## src/rtl/fetch.sv

```systemverilog
// Instruction-fetch stage: owns the PC, drives instruction memory and holds the IF/ID register.
// Handles redirect flushes, halt/stall holds and single-level interrupt entry/return.
module fetch #(
    parameter logic [15:0] RESET_PC   = 16'h0000,
    parameter logic [15:0] ISR_VECTOR = 16'h0100,
    parameter logic [15:0] NOP_INST   = 16'h1000
) (
    input  logic        clk,
    input  logic        rst,
    output logic [15:0] imem_addr,
    input  logic [15:0] imem_data,
    input  logic        redirect,
    input  logic [15:0] redirect_pc,
    input  logic        stall,
    input  logic        halt,
    input  logic        int_done,
    input  logic        int_req,
    output logic        int_ack,
    output logic        in_isr,
    output logic [15:0] pc_out,
    output logic [15:0] pc_plus1_out,
    output logic [15:0] inst_out
);

    typedef enum logic {
        ST_RUN = 1'b0,
        ST_ISR = 1'b1
    } state_e;

    state_e      state_q, state_d;
    logic [15:0] pc_q, pc_d;
    logic [15:0] pc_out_q, pc_out_d;
    logic [15:0] pc_plus1_q, pc_plus1_d;
    logic [15:0] inst_q, inst_d;
    logic [15:0] saved_pc_q, saved_pc_d;
    logic        int_ack_q, int_ack_d;
    logic        in_isr_q, in_isr_d;
    logic        flush;

    // Next-state selection in event priority order
    always_comb begin
        state_d    = state_q;
        pc_d       = pc_q;
        pc_out_d   = pc_out_q;
        pc_plus1_d = pc_plus1_q;
        inst_d     = inst_q;
        saved_pc_d = saved_pc_q;
        int_ack_d  = 1'b0;
        flush      = 1'b0;

        if (redirect) begin
            pc_d  = redirect_pc;
            flush = 1'b1;
        end else if (int_done && state_q == ST_ISR) begin
            pc_d    = saved_pc_q;
            flush   = 1'b1;
            state_d = ST_RUN;
        end else if (halt || stall) begin
            pc_d = pc_q;
        end else if (int_req && state_q == ST_RUN) begin
            saved_pc_d = pc_q;
            pc_d       = ISR_VECTOR;
            flush      = 1'b1;
            state_d    = ST_ISR;
            int_ack_d  = 1'b1;
        end else begin
            pc_out_d   = pc_q;
            pc_plus1_d = pc_q + 16'd1;
            inst_d     = imem_data;
            pc_d       = pc_q + 16'd1;
        end

        if (flush) begin
            pc_out_d   = 16'h0000;
            pc_plus1_d = 16'h0000;
            inst_d     = NOP_INST;
        end

        in_isr_d = (state_d == ST_ISR);
    end

    always_ff @(posedge clk or posedge rst) begin
        if (rst) begin
            state_q    <= ST_RUN;
            pc_q       <= RESET_PC;
            pc_out_q   <= 16'h0000;
            pc_plus1_q <= 16'h0000;
            inst_q     <= NOP_INST;
            saved_pc_q <= 16'h0000;
            int_ack_q  <= 1'b0;
            in_isr_q   <= 1'b0;
        end else begin
            state_q    <= state_d;
            pc_q       <= pc_d;
            pc_out_q   <= pc_out_d;
            pc_plus1_q <= pc_plus1_d;
            inst_q     <= inst_d;
            saved_pc_q <= saved_pc_d;
            int_ack_q  <= int_ack_d;
            in_isr_q   <= in_isr_d;
        end
    end

    assign imem_addr    = pc_q;
    assign pc_out       = pc_out_q;
    assign pc_plus1_out = pc_plus1_q;
    assign inst_out     = inst_q;
    assign int_ack      = int_ack_q;
    assign in_isr       = in_isr_q;

endmodule

```

## config.mk

```make
export PLATFORM = sky130hd
export DESIGN_NAME = fetch
export DESIGN_NICKNAME = d
export VERILOG_FILES = /design/src/rtl/fetch.sv
export SDC_FILE = /design/constraint.sdc
export NUM_CORES = 1
export LEC_CHECK = 0
export CAP_MARGIN = 15
export CORE_ASPECT_RATIO = 1.75
export CORE_MARGIN = 2
export CORE_UTILIZATION = 51
export CTS_BUF_LIST = sky130_fd_sc_hd__clkbuf_16
export DETAILED_ROUTE_END_ITERATION = 7
export GPL_TIMING_DRIVEN = 0
export PLACE_DENSITY = 0.85
export SYNTH_ARGS = -nofsm -noshare
export SYNTH_HDL_FRONTEND = slang
export SYNTH_SLANG_ARGS = --single-unit
```

## constraint.sdc

```tcl
create_clock -name clk -period 4.68 [get_ports clk]
set_input_delay 0.702 -clock clk [delete_from_list [all_inputs] [get_ports clk]]
set_output_delay 0.702 -clock clk [all_outputs]
set_load 0.05 [all_outputs]
```

==> results.cfg <==
[run_status]
status = completed

[pwr]
p_leak_nw = 2.19
switching_share_pct = 34.1
ir_drop_mv = 0.265
p_comb_share_pct = 28.2
p_sw_mw = 0.707
p_clk_share_pct = 29.5
pwr-share-seq_pct = 42.3
pwr_density_cell_mw_per_mm2 = 406
intPower_mw = 1.37

[global_route]
grt.total_usage_pct = 28.4
grt_pass1_vias = 3319
grt_pass1_wl_um = 16500
grt_start_max_net_pins = 57
antenna_found_initial = 0
grt_overflow = 0

[timing]
max_freq_ghz = 0.365
period_share_pct = 58.6
tightest_slew_ns = 0.743
hold_viol = 0
slew_headroom_pct = 49.0
fin_setup_tns_ns = 0
skew_ns = 0.00545
layout_min_cycle_time_ns = 2.74
setup-violations-final = 0
rsz0062_at_grt = no
drv_slew = 0
fin_ws_ns = 1.94

[finish]
nets = 495
drive_gt1_share_pct = 9.80
syn_to_final_growth_pct = 38.4
final_core_util_pct = 71.7
final_cells = 545
finalInstanceArea_mm2 = 0.00512
antenna_cells = 0
n_fill_cell = 534

[clock_tree]
hold_buffers = 0
clock_sinks = 82
cts_tree = built
root_buffer = clkbuf_16
clock_latency_ns = 0.34
ctsHtreeMaxLevel = 3
cts_made_buffers = 9
clkSlewWorstSetupHoldPaths_ns = 0.06
cts_setup_buffers = 0
ctsResizeCount = 0
clk_path_buf_depth = 2

[placed_design]
dp_slack_ns = 1.64
dp_hpwl_um = 7630
gp_congestion = 0.866
dp_cells = 530
placed_cell_area_mm2 = 0.00486
port_buffers = 103

[routing]
via_count = 3337
routed_wl_um = 10500
firstDrtPassIters = 5
dr.first_iter.drc_count = 288
wire_per_inst_um = 19.3
drtAntennaViolNets = 0
drc = 0
viasPerCell = 6.12

[yosys]
yosysUniqueCellTypes = 52
syn-num-nets = 380
synth_top_cell_area_share_pct = 54.8
ys_top_cells_by_count = 81 x dfrtp_1, 39 x nand2_1, 39 x o21ai_0
ys_ff_latch = 82
yosys_warnings = 0
post-synth-top-count-cell = dfrtp_1
synth_edf_count = 0
ys_seq_area_share_pct = 55.6
yosys-top-cells-area = dfrtp_1 55%, a22o_1 7.6%, o21ai_0 5.3%
avgSynthCellArea_um2 = 10.9
post-synth-top-area-cell = dfrtp_1
syn_inst = 340
synthArstFlopShare_pct = 100
ys.flop_type = dfrtp_1
netlist_area_mm2 = 0.00370

[critical_path]
crit_type = in -> reg
ff2ff_setup_slack_ns = 2.37
critPathRequiredTime_ns = 4.91
startpoint_type = primary input
cp_max_fo = 10
crit_arrival_ns = 2.97
cp-end-kind = flop

[floorplan]
die_h_um = 117
start_util_pct = 51.8
ios = 105
core_area_mm2 = 0.00713
die_width_um = 68.4
rows = 41
die-area_mm2 = 0.00797

[hold_path]
hold_path.class = reg -> reg

[run]
cap_violations = 0
final timing paths:
check                                                  start                            to  cells after the start
min in group asynchronous                                rst       inst_out[0]$_DFFE_PP0P_                      2
worst max register to register            in_isr$_DFFE_PP0P_      imem_addr[8]$_DFFE_PP0P_                      8
worst min register to register  pc_plus1_out[11]$_DFFE_PP0P_  pc_plus1_out[11]$_DFFE_PP0P_                      2
worst min-delay path            pc_plus1_out[11]$_DFFE_PP0P_  pc_plus1_out[11]$_DFFE_PP0P_                      2
worst max-delay path                                int_done      imem_addr[8]$_DFFE_PP0P_                      9
max in group asynchronous                                rst      inst_out[12]$_DFFE_PP1P_                      3
per-layer routing:
layer	part of all wire, %	routed length [um]	global-route usage (%)
met5	0	0	0
met4	4.4	468	17.2
met3	5.5	578	5.78
met2	53	5540	46.8
met1	37	3940	33.3
worst max-delay path, cell delays in order:
cell and delay, ns:
clkdlybuf4s50_1 0.50, and2_1 0.20, clkbuf_1 0.19, nor3_1 0.30, buf_2 0.29, buf_2 0.31, buf_2 0.28, a22oi_1 0.09
o41ai_1 0.09
area by class of cell:
| type | instances | area, um^2 | area share, % |
|---|---|---|---|
| well taps | 86 | 108 | 2.10 |
| clock buffers | 9 | 225 | 4.40 |
| inverters | 6 | 25.0 | 0.489 |
| clock inverters | 6 | 26.3 | 0.514 |
| multi-input cells | 224 | 1500 | 29.3 |
| flip-flops and latches | 82 | 2050 | 40.1 |
| plain buffers | 28 | 121 | 2.37 |
| repair buffers | 104 | 1060 | 20.7 |
cells in the final DEF (no fill, tap or decap), drive strengths merged, types with 3 or more instances in the layout:
cell type	instances
buf	15
nand4	4
dfrtp	81
o21ai	41
inv	7
a221oi	4
or4	3
a22o	32
and3	5
nor2	6
mux2	15
a211o	4
a21oi	8
xor2	4
clkinv	4
xnor2	9
nor4	4
nor4b	3
clkdlybuf4s50	103
clkbuf	23
nor3	4
nand2	39
nand3	8
flip-flops by register name (all words and copies together) (netlist names):
name and count:
imem_addr 16, in_isr 1, inst_out 16, int_ack 1
pc_out 16, pc_plus1_out 16, saved_pc_q 16
cells by family after synthesis:
family                   after synthesis  share of synthesized area [%]
AO/OA/AOI/OAI                        110                           20.7
AND/OR/NAND/NOR                       84                           11.6
flip-flops                            82                           55.6
buffers and inverters                 34                           3.89
multiplexers                          16                           4.84
XOR/XNOR                              13                           3.08
adder cells (fa/ha/maj)                1                          0.338
power groups by stage:
stage | combinational, mW | sequential [mW] | clock, mW
finish | 0.586 | 0.878 | 0.612
global route | 0.618 | 0.887 | 0.646
CTS | 0.586 | 0.875 | 0.616
detailed placement | 0.583 | 0.886 | 0
global placement | 0.567 | 0.881 | 0
floorplan | 0.198 | 1.05 | 0
through the flow:
stage	total power, mW	hold slack, ns
after floorplan	1.25	0.450
final	2.08	0.482
after global routing	2.15	0.509
after CTS	2.08	0.483
after detailed placement	1.47	0.471
after global placement	1.45	0.459
Power figures use the tool's default switching activity.
